**src/rtl/can_pkg.sv**
```systemverilog
// Shared types, CAN CRC-15 constants and the single-bit LFSR step.
// The CRC engine RTL and its reference model both use crc_step().
package can_pkg;

  localparam int CAN_CRC_W = 15;
  localparam logic [CAN_CRC_W-1:0] CAN_CRC_POLY = 15'h4599;

  localparam logic [1:0] ST_ACCUM  = 2'd0;
  localparam logic [1:0] ST_TX_CRC = 2'd1;
  localparam logic [1:0] ST_CHECK  = 2'd2;

  typedef enum logic [1:0] {
    ACCUM  = ST_ACCUM,
    TX_CRC = ST_TX_CRC,
    CHECK  = ST_CHECK
  } state_e;

  // Widest CRC the helper supports. Callers zero-extend narrower values into this word.
  localparam int CRC_MAX_W = 32;
  typedef logic [CRC_MAX_W-1:0] crc_word_t;

  // One MSB-first LFSR step on the low w bits of r.
  function automatic crc_word_t crc_step(input crc_word_t r, input logic b,
                                         input crc_word_t poly, input int unsigned w);
    crc_word_t mask;
    logic      fb;
    mask = (w >= CRC_MAX_W) ? '1 : ((crc_word_t'(1) << w) - crc_word_t'(1));
    fb   = b ^ (|(r & (crc_word_t'(1) << (w - 1))));
    return ((r << 1) ^ (fb ? poly : '0)) & mask;
  endfunction

endpackage

```
**src/rtl/can_crc_lfsr_step.sv**
```systemverilog
// Combinational DATA_W-deep unrolled LFSR chain.
// data_i[DATA_W-1] is applied first.
module can_crc_lfsr_step
  import can_pkg::*;
#(
  parameter int                CRC_W  = CAN_CRC_W,
  parameter logic [CRC_W-1:0]  POLY   = CAN_CRC_POLY,
  parameter int                DATA_W = 1
) (
  input  logic [CRC_W-1:0]  crc_i,
  input  logic [DATA_W-1:0] data_i,
  output logic [CRC_W-1:0]  crc_o
);

  logic [CRC_W-1:0] w_chain [DATA_W+1];

  assign w_chain[0] = crc_i;

  for (genvar i = 0; i < DATA_W; i++) begin : g_step
    assign w_chain[i+1] = CRC_W'(crc_step(crc_word_t'(w_chain[i]), data_i[DATA_W-1-i],
                                          crc_word_t'(POLY), CRC_W));
  end

  assign crc_o = w_chain[DATA_W];

endmodule

```
**src/rtl/can_crc_engine.sv**
```systemverilog
// Parametrised CAN CRC engine with three modes.
// ACCUM accumulates message bits, TX_CRC serialises the CRC, and CHECK tests a received CRC for zero residue.
module can_crc_engine
  import can_pkg::*;
#(
  parameter int               CRC_W  = CAN_CRC_W,
  parameter logic [CRC_W-1:0] POLY   = CAN_CRC_POLY,
  parameter logic [CRC_W-1:0] INIT   = '0,
  parameter int               DATA_W = 1,
  parameter int               CNT_W  = 8
) (
  input  logic              crc_clk_i,
  input  logic              rst_i,
  input  logic              crc_rst_i,
  input  logic              en_i,
  input  logic [DATA_W-1:0] data_i,
  input  logic              tx_start_i,
  input  logic              rx_check_i,
  output logic [CRC_W-1:0]  crc_reg_o,
  output logic              crc_bit_o,
  output logic              busy_o,
  output logic              done_o,
  output logic              match_o,
  output logic [CNT_W-1:0]  bit_cnt_o
);

  localparam int K_W = $clog2(CRC_W + 1);

  state_e           r_state;
  logic [CRC_W-1:0] r_crc;
  logic [K_W-1:0]   r_k;
  logic             r_done;
  logic             r_match;
  logic [CNT_W-1:0] r_cnt;

  logic [CRC_W-1:0] w_accum_crc;
  logic [CRC_W-1:0] w_chk_crc;
  logic [CNT_W:0]   w_cnt_sum;
  logic [CNT_W-1:0] w_cnt_next;
  logic             w_last;

  can_crc_lfsr_step #(
    .CRC_W (CRC_W),
    .POLY  (POLY),
    .DATA_W(DATA_W)
  ) u_step (
    .crc_i (r_crc),
    .data_i(data_i),
    .crc_o (w_accum_crc)
  );

  assign w_chk_crc  = CRC_W'(crc_step(crc_word_t'(r_crc), data_i[DATA_W-1],
                                      crc_word_t'(POLY), CRC_W));
  assign w_cnt_sum  = {1'b0, r_cnt} + (CNT_W+1)'(DATA_W);
  assign w_cnt_next = w_cnt_sum[CNT_W] ? '1 : w_cnt_sum[CNT_W-1:0];
  assign w_last     = (r_k == K_W'(1));

  // NOTE: non-blocking assignments keep every register sampling pre-edge values.
  always_ff @(posedge crc_clk_i or negedge rst_i) begin
    if (!rst_i) begin
      r_state <= ACCUM;
      r_crc   <= INIT;
      r_k     <= '0;
      r_done  <= 1'b0;
      r_match <= 1'b0;
      r_cnt   <= '0;
    end else if (crc_rst_i) begin
      r_state <= ACCUM;
      r_crc   <= INIT;
      r_k     <= '0;
      r_done  <= 1'b0;
      r_match <= 1'b0;
      r_cnt   <= '0;
    end else begin
      r_done <= 1'b0;
      case (r_state)
        ACCUM: begin
          if (en_i) begin
            r_crc <= w_accum_crc;
            r_cnt <= w_cnt_next;
          end
          if (tx_start_i || rx_check_i) begin
            r_state <= tx_start_i ? TX_CRC : CHECK;
            r_k     <= K_W'(CRC_W);
            r_match <= 1'b0;
          end
        end
        TX_CRC: begin
          if (en_i) begin
            if (w_last) begin
              r_state <= ACCUM;
              r_crc   <= INIT;
              r_cnt   <= '0;
              r_done  <= 1'b1;
            end else begin
              r_crc <= {r_crc[CRC_W-2:0], 1'b0};
            end
            r_k <= r_k - K_W'(1);
          end
        end
        CHECK: begin
          if (en_i) begin
            if (w_last) begin
              r_state <= ACCUM;
              r_crc   <= INIT;
              r_cnt   <= '0;
              r_done  <= 1'b1;
              r_match <= (w_chk_crc == '0);
            end else begin
              r_crc <= w_chk_crc;
            end
            r_k <= r_k - K_W'(1);
          end
        end
        default: r_state <= ACCUM;
      endcase
    end
  end

  assign crc_reg_o = r_crc;
  assign crc_bit_o = (r_state == TX_CRC) & r_crc[CRC_W-1];
  assign busy_o    = (r_state != ACCUM);
  assign done_o    = r_done;
  assign match_o   = r_match;
  assign bit_cnt_o = r_cnt;

endmodule
```
**config.mk**
```make
export PLATFORM = sky130hd
export DESIGN_NAME = can_crc_engine
export DESIGN_NICKNAME = d
export VERILOG_FILES = /design/src/rtl/can_pkg.sv /design/src/rtl/can_crc_lfsr_step.sv /design/src/rtl/can_crc_engine.sv
export SDC_FILE = /design/constraint.sdc
export NUM_CORES = 1
export LEC_CHECK = 0
export BUFFER_PORTS_ARGS = -buffer_cell sky130_fd_sc_hd__buf_2
export CAP_MARGIN = 20
export CORE_ASPECT_RATIO = 0.5
export CORE_MARGIN = 1
export CORE_UTILIZATION = 33
export CTS_BUF_LIST = sky130_fd_sc_hd__clkbuf_2 sky130_fd_sc_hd__clkbuf_4 sky130_fd_sc_hd__clkbuf_8
export CTS_CLUSTER_DIAMETER = 120
export CTS_CLUSTER_SIZE = 8
export DETAILED_ROUTE_END_ITERATION = 7
export PLACE_DENSITY = 0.6
export SYNTH_ARGS = -nofsm -noshare
export SYNTH_HDL_FRONTEND = slang
export SYNTH_SLANG_ARGS = --single-unit
```
**constraint.sdc**
```tcl
create_clock -name crc_clk_i -period 2.25 [get_ports crc_clk_i]
set_input_delay 0.3375 -clock crc_clk_i [delete_from_list [all_inputs] [get_ports crc_clk_i]]
set_output_delay 0.3375 -clock crc_clk_i [all_outputs]
set_load 0.1 [all_outputs]
```
==> results.cfg, run 1 <==
[clock_network]
clockBufferDepth = 2
ctsResizeCount = 0
cts_setup_buffers = 0
h-tree-depth = 2
numCtsBuffers = 5
cts_tree = done
clk_latency_ns = 0.28
clockRootBuffer = clkbuf_8
clock-sinks = 31
path_clk_slew_ns = 0.07
hold_buffers = 0

[sta]
setup-violations-final = 0
fin_skew_ns = 0.00570
tns_ns = 0
fin_crit_ns = 2.06
fin_crit_sh_pct = 91.5
drv_slew = 0
tightest_slew_ns = 0.720
rsz0062_at_grt = false
fmax_mhz = 486
holdWs_ns = 0.113
slew-limit-headroom_pct = 52.0
hold_viol = 0

[yosys]
ys_ff_latch = 31
netlist_top_cells_area = dfrtp_1, a22o_1, ha_1
synth_simple_gate_area_share_pct = 18.6
post_synth.cell_area_avg_um2 = 9.98
synth_xor_area_share_pct = 1.01
synth.area.mux_share_pct = 3.26
synth_nets = 186
yosys_warnings = 0
synth_seq_area_share_pct = 44.9
synth_edf_count = 0
netlist_area_um2 = 1730
ys_async_sr_fraction_pct = 100
synth_compound_area_share_pct = 24.2
synth_top_family_by_area = compound AO/OA/AOI/OAI gates
synthCells = 173
yosysTopAreaCellShare_pct = 44.9
synth_fa_ha_area_share_pct = 4.35
yosysTopAreaCell = dfrtp_1
synth_flop_cell = dfrtp_1
synth_cell_type_count = 44

[finish]
num_antenna_cells = 0
nets = 222
area_delta_synth_final_pct = 19.0
drive_above_1_share_pct = 23.3
final_cell_count_no_fill = 280
n_fill_cell = 498
seq_area_um2 = 776
multi_input_comb_area_um2 = 888

[placed_design]
dp_hpwl_um = 2850
numPortBuffers = 33
gp_congestion = 0.800
dp.cells = 272

[setup_path]
critPathKind = reg2reg
worst-path-buf-inv = 1
critical_path.top_delay_family = compound AO/OA/AOI/OAI gates
crit_path_end_kind = flip-flop
critPathMaxStageDelay_ns = 0.38
start_kind = flip-flop
worstPathMaxFanout = 8
path_cells = inv_1 > ha_1 > o31a_1 > or2_0 > o311a_1 > o2bb2ai_1
cp_data_required_time_ns = 2.42
worstPathArrival_ns = 2.22
slowest_stage = dfrtp_1

[detailed_routing]
drtAntennaViolNets = 0
vias = 1500
drc = 0
drtPass1Iterations = 4
via_per_inst = 5.36
initialDrtViolationCount = 88
wl_per_cell_um = 14.4
drt_wl_total_um = 4030

[global_routing]
antenna_found_initial = 0
grt_pass1_vias = 1326
grt_pass1_wl_um = 6580
globalRouteOverflowTotal = 0
grt_max_degree = 32
grt_util_all_layers_pct = 15.3

[min_path]
hold_class = in2async

[power_and_ir_drop]
p_total_w = 0.00303
leakage_nw = 0.993
powerDensity_nw_per_um2 = 1480
irDropWorstVdd_mv = 0.663

[floorplan]
coreArea_um2 = 4980
initial_core_util_pct = 34.7
die_w_um = 104
dieArea_um2 = 5540
die_h_um = 53.2
io_pins = 34
rows = 18

[run]
max-cap-violations = 0

[status]
status = finished clean
Yosys cell counts, types with 2 or more instances:
library cell and count:
a21o_1 2, a21oi_1 7, a21oi_2 2, a22o_1 11
and2_1 3, and3_1 2, buf_2 5, dfrtp_1 31
ha_1 6, inv_1 9, mux2_1 4, nand2_1 9
nand3_1 7, nand4_1 2, nor2_1 8, nor2b_1 4
nor3_1 10, nor4_1 3, o21ai_0 7, o21ai_1 7
o2bb2ai_1 5, o311a_1 3, o31a_1 2, o31ai_1 2
o32ai_1 2, or3b_1 2
layout by cell type (no fill, tap or decap), drive strengths merged, types with 7 or more instances in the layout:
cell type	instances
o21ai	14
dfrtp	31
clkbuf	7
a22o	11
nand3	7
a21oi	10
inv	9
nor3	10
nor2	8
nand2	9
buf	35
routing by layer:
metal / routed length (um) / up-vias / global-route usage (%)
met2: 1720 / 27 / 24.8
met5: 0 / - / 0
li1: - / 727 / -
met4: 26 / 0 / 2.14
met1: 2120 / 742 / 20.8
met3: 158 / 4 / 4.43
worst paths after layout:
kind                             from            to  slack [ns]  cells past startpoint
max in group asynchronous       rst_i        r_k[1]        1.68                      1
min                             rst_i    r_state[1]        0.11                      1
max reg2reg                r_state[0]  crc_reg_o[7]        0.19                      6
min in group crc_clk_i     tx_start_i    r_state[1]        0.36                      3
min reg2reg                   match_o       match_o        0.49                      1
max                        r_state[0]  crc_reg_o[7]        0.19                      6
stage by stage:
step | worst slack (ns) | cell area (um^2) | utilization, %
after floorplan | 0.0603 | 1730 | -
after global placement | 0.313 | 1970 | 39.5
after detailed placement | 0.233 | 1970 | 39.5
after CTS | 0.218 | 2050 | 41.3
after global routing | 0.0510 | 2050 | 41.3
final | 0.192 | 2050 | 41.3
power by group:
group	internal [W]	leakage, nW	total, W	switching [W]
Clock	0.000241	0.0491	0.000448	0.000207
Combinational	0.000438	0.530	0.00172	0.00129
Sequential	0.000693	0.414	0.000861	0.000168
Total	0.00137	0.993	0.00303	0.00166
final cells by class:
| type | instances | area share, % |
|---|---|---|
| clock inverter | 1 | 0.244 |
| sequential | 31 | 37.8 |
| inverter | 9 | 1.64 |
| tap | 70 | 4.26 |
| clock buffer | 7 | 4.08 |
| timing repair buffer | 35 | 8.77 |
| multi-input combinational | 127 | 43.2 |
registers in the layout, indices dropped and copies added, names as in the netlist:
signal     cells
crc_reg_o     15
bit_cnt_o      8
r_k            4
r_state        2
done_o         1
match_o        1
kinds of logic after synthesis:
| group | count (synthesis) |
|---|---|
| and+or+nand+nor | 58 |
| AOI/OAI and AO/OA | 56 |
| DFF | 31 |
| buffers and inverters | 15 |
| adders and majority gates | 6 |
| muxes | 5 |
| xor gates and xnor gates | 2 |
No activity file was read; power rests on OpenSTA's default activity.
==> inputs of run 2 (changes only) <==
--- a/config.mk
+++ b/config.mk
@@ -9,12 +9,12 @@
 export CAP_MARGIN = 20
 export CORE_ASPECT_RATIO = 0.5
 export CORE_MARGIN = 1
-export CORE_UTILIZATION = 33
+export CORE_UTILIZATION = 45
 export CTS_BUF_LIST = sky130_fd_sc_hd__clkbuf_2 sky130_fd_sc_hd__clkbuf_4 sky130_fd_sc_hd__clkbuf_8
 export CTS_CLUSTER_DIAMETER = 120
-export CTS_CLUSTER_SIZE = 8
 export DETAILED_ROUTE_END_ITERATION = 7
-export PLACE_DENSITY = 0.6
+export PLACE_DENSITY = 0.74
 export SYNTH_ARGS = -nofsm -noshare
 export SYNTH_HDL_FRONTEND = slang
+export SYNTH_HIERARCHICAL = 1
 export SYNTH_SLANG_ARGS = --single-unit
==> run 2 against run 1 <==
  * First-iteration DRC count increased by 3.4%
  * Non-clock buffer count is 1 higher
  * Worst setup slack lost 0.038 ns
  * Synthesized cell count up 28%
  * Count of clock-buffer cells in the layout shrank 1
  * Routed wire length rose by 14%
  * Largest cell class unchanged
==> results.cfg, run 2 <==
[yosys]
yosys_warnings = 6
synthCells = 221
post_synth.cell_area_avg_um2 = 9.76
synth_edf_count = 0
yosysTopAreaCell = dfrtp_1
synth_seq_area_share_pct = 36.0
yosysTopAreaCellShare_pct = 36.0
synth_flop_cell = dfrtp_1
synthTopCellsByCount = dfrtp_1, a21oi_1, nor2_1
ys_ff_latch = 31
synth_nets = 234
netlist_area_um2 = 2160
ys_async_sr_fraction_pct = 100
netlist_top_cells_area = dfrtp_1, xor3_1, a22oi_1
synth_cell_type_count = 46
yosysMostFrequentCell = dfrtp_1

[detailed_routing]
highest_layer = met4
wl_met2_um = 2120
wl_per_cell_um = 14.8
drtPass1Iterations = 4
vias = 1731
initialDrtViolationCount = 91
drtAntennaViolNets = 0
drc = 0
via_per_inst = 5.57
wl_met1_um = 2270
drt_wl_total_um = 4600
met3_length_um = 144

[setup_path]
r2r_cells = 6
crit_path_end_kind = output port
critPathMaxStageDelay_ns = 0.42
worstPathArrival_ns = 1.76
r2r_start = r_state[0]
cp_data_required_time_ns = 1.91
start_kind = flip-flop
path_cells = inv_1 > ha_1 > and2_1 > buf_2
ff2ff_setup_slack_ns = 0.23
timing.rr.end = crc_reg_o[2]
slowest_stage = buf_2
critPathKind = reg2out
worstPathMaxFanout = 9

[global_routing]
globalRouteOverflowTotal = 0
grt_pass1_vias = 1710
grt_pass1_wl_um = 7910
antenna_found_initial = 0
grt_max_degree = 32
grt_util_all_layers_pct = 20.1

[finish]
num_antenna_cells = 0
largest_register_ffs = 15
layout_commonest_cell = buf_2
drive_above_1_share_pct = 22.0
nets = 257
n_fill_cell = 399
utilization_pct = 53.5
area_delta_synth_final_pct = 11.9
final_cell_mix = buf_2, dfrtp_1, nor2_1, a21oi_1, a22oi_1

[min_path]
hold_class = in2async

[sta]
fmax_mhz = 477
hold_viol = 0
setup-violations-final = 0
slew-limit-headroom_pct = 51.6
fin_skew_ns = 0.00687
fin_crit_sh_pct = 93.1
drv_slew = 0
fin_crit_ns = 2.10
tightest_slew_ns = 0.726
tns_ns = 0
rsz0062_at_grt = false

[floorplan]
initial_core_util_pct = 47.8
rows = 17
dieArea_um2 = 5090
io_pins = 34
die_h_um = 51.0
coreArea_um2 = 4510
die_w_um = 99.9

[clock_network]
clockRootBuffer = clkbuf_8
h-tree-depth = 2
numCtsBuffers = 5
clock-sinks = 31
ctsResizeCount = 0
path_clk_slew_ns = 0.07
hold_buffers = 0
cts_tree = done
clk_latency_ns = 0.29
clockBufferDepth = 2
cts_setup_buffers = 0

[status]
status = finished clean

[run]
max-cap-violations = 0

[placed_design]
gp_congestion = 0.867
dp_hpwl_um = 3120
numPortBuffers = 33
run 2: cell count changes after synthesis, sizes merged, moves of 7 or more:
| cell | previous run | this run |
|---|---|---|
| buf | 5 | 15 |
| a21oi | 10 | 22 |
| a22oi | 0 | 15 |
| nor2 | 8 | 23 |
| a22o | 11 | 0 |
| nor3 | 10 | 3 |
| mux2i | 0 | 7 |
run 2: cells by family after synthesis:
| family | count (synthesis) | synth area share [%] |
|---|---|---|
| AOI/OAI and AO/OA | 67 | 21.4 |
| xor gates and xnor gates | 14 | 10.7 |
| adders and majority gates | 6 | 3.48 |
| buffers and inverters | 28 | 8.06 |
| DFF | 31 | 36.0 |
| muxes | 7 | 3.25 |
| and+or+nand+nor | 68 | 17.1 |
run 2: final cells by class:
type	instances	area [um^2]	share of cell area, %
clock buffers	6	82.6	3.42
flip-flops and latches	31	776	32.1
multi-input cells	162	1210	50.0
repair buffers	36	200	8.29
clock inverters	2	35.0	1.45
inverters	8	30.0	1.24
well taps	66	82.6	3.42
run 2: worst max-delay path by stage:
stage                        from  depth (start not counted)           end  slack [ns]
finish                 r_state[1]                          4     crc_bit_o        0.15
CTS                    r_state[1]                          4     crc_bit_o        0.16
detailed placement     r_state[0]                          6  crc_reg_o[2]        0.26
floorplan           crc_reg_o[14]                          1     crc_bit_o       0.001
global placement       r_state[0]                          6  bit_cnt_o[7]        0.38
global route           r_state[1]                          4     crc_bit_o        0.07
run 2: critical path: cells and delay by family, from the launching register on:
| family | cells | cell delay, ns |
|---|---|---|
| DFF | 1 | 0.40 |
| buffers and inverters | 2 | 0.50 |
| adders and majority gates | 1 | 0.38 |
| and+or+nand+nor | 1 | 0.19 |
run 2: layer usage:
layer	GRT usage, %	up-vias
met5	0	-
met4	8.09	0
met3	3.42	7
met1	26.0	840
met2	34.0	47
li1	-	837
run 2: through the flow:
step / setup WS [ns] / cells / cell area, um^2 / hold WS [ns]
floorplan: 0.00123 / 221 / 2160 / 0.0419
global placement: 0.378 / 303 / 2300 / 0.429
detailed placement: 0.262 / 303 / 2300 / 0.435
CTS: 0.160 / 311 / 2410 / 0.125
global route: 0.0685 / 311 / 2410 / 0.160
finish: 0.154 / 311 / 2410 / 0.0991
Power of run 2 is not shown: default switching activity piles up to over one toggle a cycle in this logic, so the estimate is an artifact.
==> inputs of run 3 (changes only) <==
--- a/config.mk
+++ b/config.mk
@@ -14,6 +14,7 @@
 export CTS_CLUSTER_DIAMETER = 120
 export DETAILED_ROUTE_END_ITERATION = 7
 export PLACE_DENSITY = 0.74
+export SKIP_CTS_REPAIR_TIMING = 1
 export SYNTH_ARGS = -nofsm -noshare
 export SYNTH_HDL_FRONTEND = slang
 export SYNTH_HIERARCHICAL = 1
==> constraint.sdc (replaced) <==
create_clock -name crc_clk_i -period 2.7 [get_ports crc_clk_i]
set_input_delay 0.405 -clock crc_clk_i [delete_from_list [all_inputs] [get_ports crc_clk_i]]
set_output_delay 0.405 -clock crc_clk_i [all_outputs]
set_load 0.1 [all_outputs]
==> run 3 against run 2 <==
  * Via count fell by 2.3%
  * First-iteration DRC count shrank 32%
  * Design area shrank 1.8%
  * Global-route usage down 0.28 points
  * Flip-flop and latch count did not move
  * Non-clock buffer count did not move
  * Worst setup slack gained 0.42 ns
  * Cell count fell by 0.32%
  * Die area stayed put
  * Count of clock-buffer cells in the layout did not move
  * Worst hold slack improved by 0.074 ns
  * Sequential share of layout area up 0.58 points
  * Highest routed layer unchanged
==> results.cfg, run 3 (synthesis results as in run 2) <==
[clock_network]
cts_tree = done
clk_latency_ns = 0.28
numCtsBuffers = 5
clockRootBuffer = clkbuf_8
clockBufferDepth = 2
path_clk_slew_ns = 0.07
clock-sinks = 31
h-tree-depth = 2

[min_path]
hold_class = in2async

[sta]
fmax_mhz = 470
holdWs_ns = 0.173
slew-limit-headroom_pct = 52.9
hold_viol = 0
drv_slew = 0
tns_ns = 0
fin_skew_ns = 0.00288
rsz0062_at_grt = false
tightest_slew_ns = 0.707
setup_slack_ns = 0.573
fin_crit_sh_pct = 78.8
setup-violations-final = 0
fin_crit_ns = 2.13

[setup_path]
critical_path.top_delay_family = buffers and inverters
worst-path-buf-inv = 2
critPathMaxStageDelay_ns = 0.42
critPathKind = reg2out
crit_path_end_kind = output port
worstPathMaxFanout = 9
path_cells = inv_1 > ha_1 > and2_1 > buf_2
start_kind = flip-flop
worstPathArrival_ns = 1.72
cp_data_required_time_ns = 2.30
ff2ff_setup_slack_ns = 0.65
slowest_stage = buf_2

[floorplan]
dieArea_um2 = 5090
die_w_um = 99.9
die_h_um = 51.0
coreArea_um2 = 4510
initial_core_util_pct = 47.8
rows = 17
io_pins = 34

[placed_design]
gp_congestion = 0.904
dp_slack_ns = 0.653
dp_hpwl_um = 3200
numPortBuffers = 33

[detailed_routing]
wl_per_cell_um = 14.6
drc = 0
via_per_inst = 5.45
drt_wl_total_um = 4530
drtPass1Iterations = 4
drtAntennaViolNets = 0
vias = 1691
initialDrtViolationCount = 62

[finish]
final_cell_mix = buf_2, dfrtp_1, nor2_1, a21oi_1, a22oi_1
n_fill_cell = 412
drive_above_1_share_pct = 21.7
layout_commonest_cell = buf_2
seq_area_um2 = 776
multi_input_comb_area_um2 = 1210
largest_register_ffs = 15
nets = 257
area_delta_synth_final_pct = 9.92
num_antenna_cells = 0

[global_routing]
grt_pass1_vias = 1622
globalRouteOverflowTotal = 0
grt_pass1_wl_um = 7700
grt_max_degree = 32
grt_util_all_layers_pct = 19.8
antenna_found_initial = 0
grt_busiest_layer = met2
globalRouteMet3Util_pct = 5.20
use_met2_pct = 33.1
grtUsageMet1_pct = 25.3

[status]
status = finished clean

[run]
max-cap-violations = 0
==> run 3: changes by cell type in the layout (fill, tap and decap cells not counted), sizes merged <==
cell	previous run	this run
bufinv	1	0
==> run 3: path summary, 6_finish.rpt <==
kind / startpoint / endpoint / depth (start not counted)
worst max-delay path: r_state[1] / crc_bit_o / 4
worst min-delay path: rst_i / crc_reg_o[6] / 1
worst max register to register: r_state[1] / crc_reg_o[14] / 6
worst min register to register: match_o / match_o / 2
max in group asynchronous: rst_i / bit_cnt_o[5] / 1
min in group crc_clk_i: tx_start_i / r_state[0] / 3
==> run 3: through the flow <==
stage	cells	instance area (um^2)	utilization [%]
finish	310	2370	52.6
global route	310	2370	52.6
CTS	310	2370	52.6
detailed placement	303	2280	50.6
global placement	303	2280	50.6
floorplan	221	2160	-
==> run 3: final cells by class <==
type / count / share of cell area, %
Tap cell: 66 / 3.48
Multi-Input combinational cell: 162 / 50.9
Timing Repair Buffer: 36 / 7.92
Clock inverter: 1 / 0.211
Sequential cell: 31 / 32.7
Inverter: 8 / 1.27
Clock buffer: 6 / 3.48
==> run 3: metal layers <==
metal | wire (um) | vias to the layer above | share of wire (%)
li1 | - | 835 | -
met1 | 2200 | 814 | 49
met2 | 2080 | 38 | 46
met3 | 202 | 4 | 4.5
met4 | 44 | 0 | 0.97
met5 | 0 | - | 0
Power of run 3 is left out for the same reason.
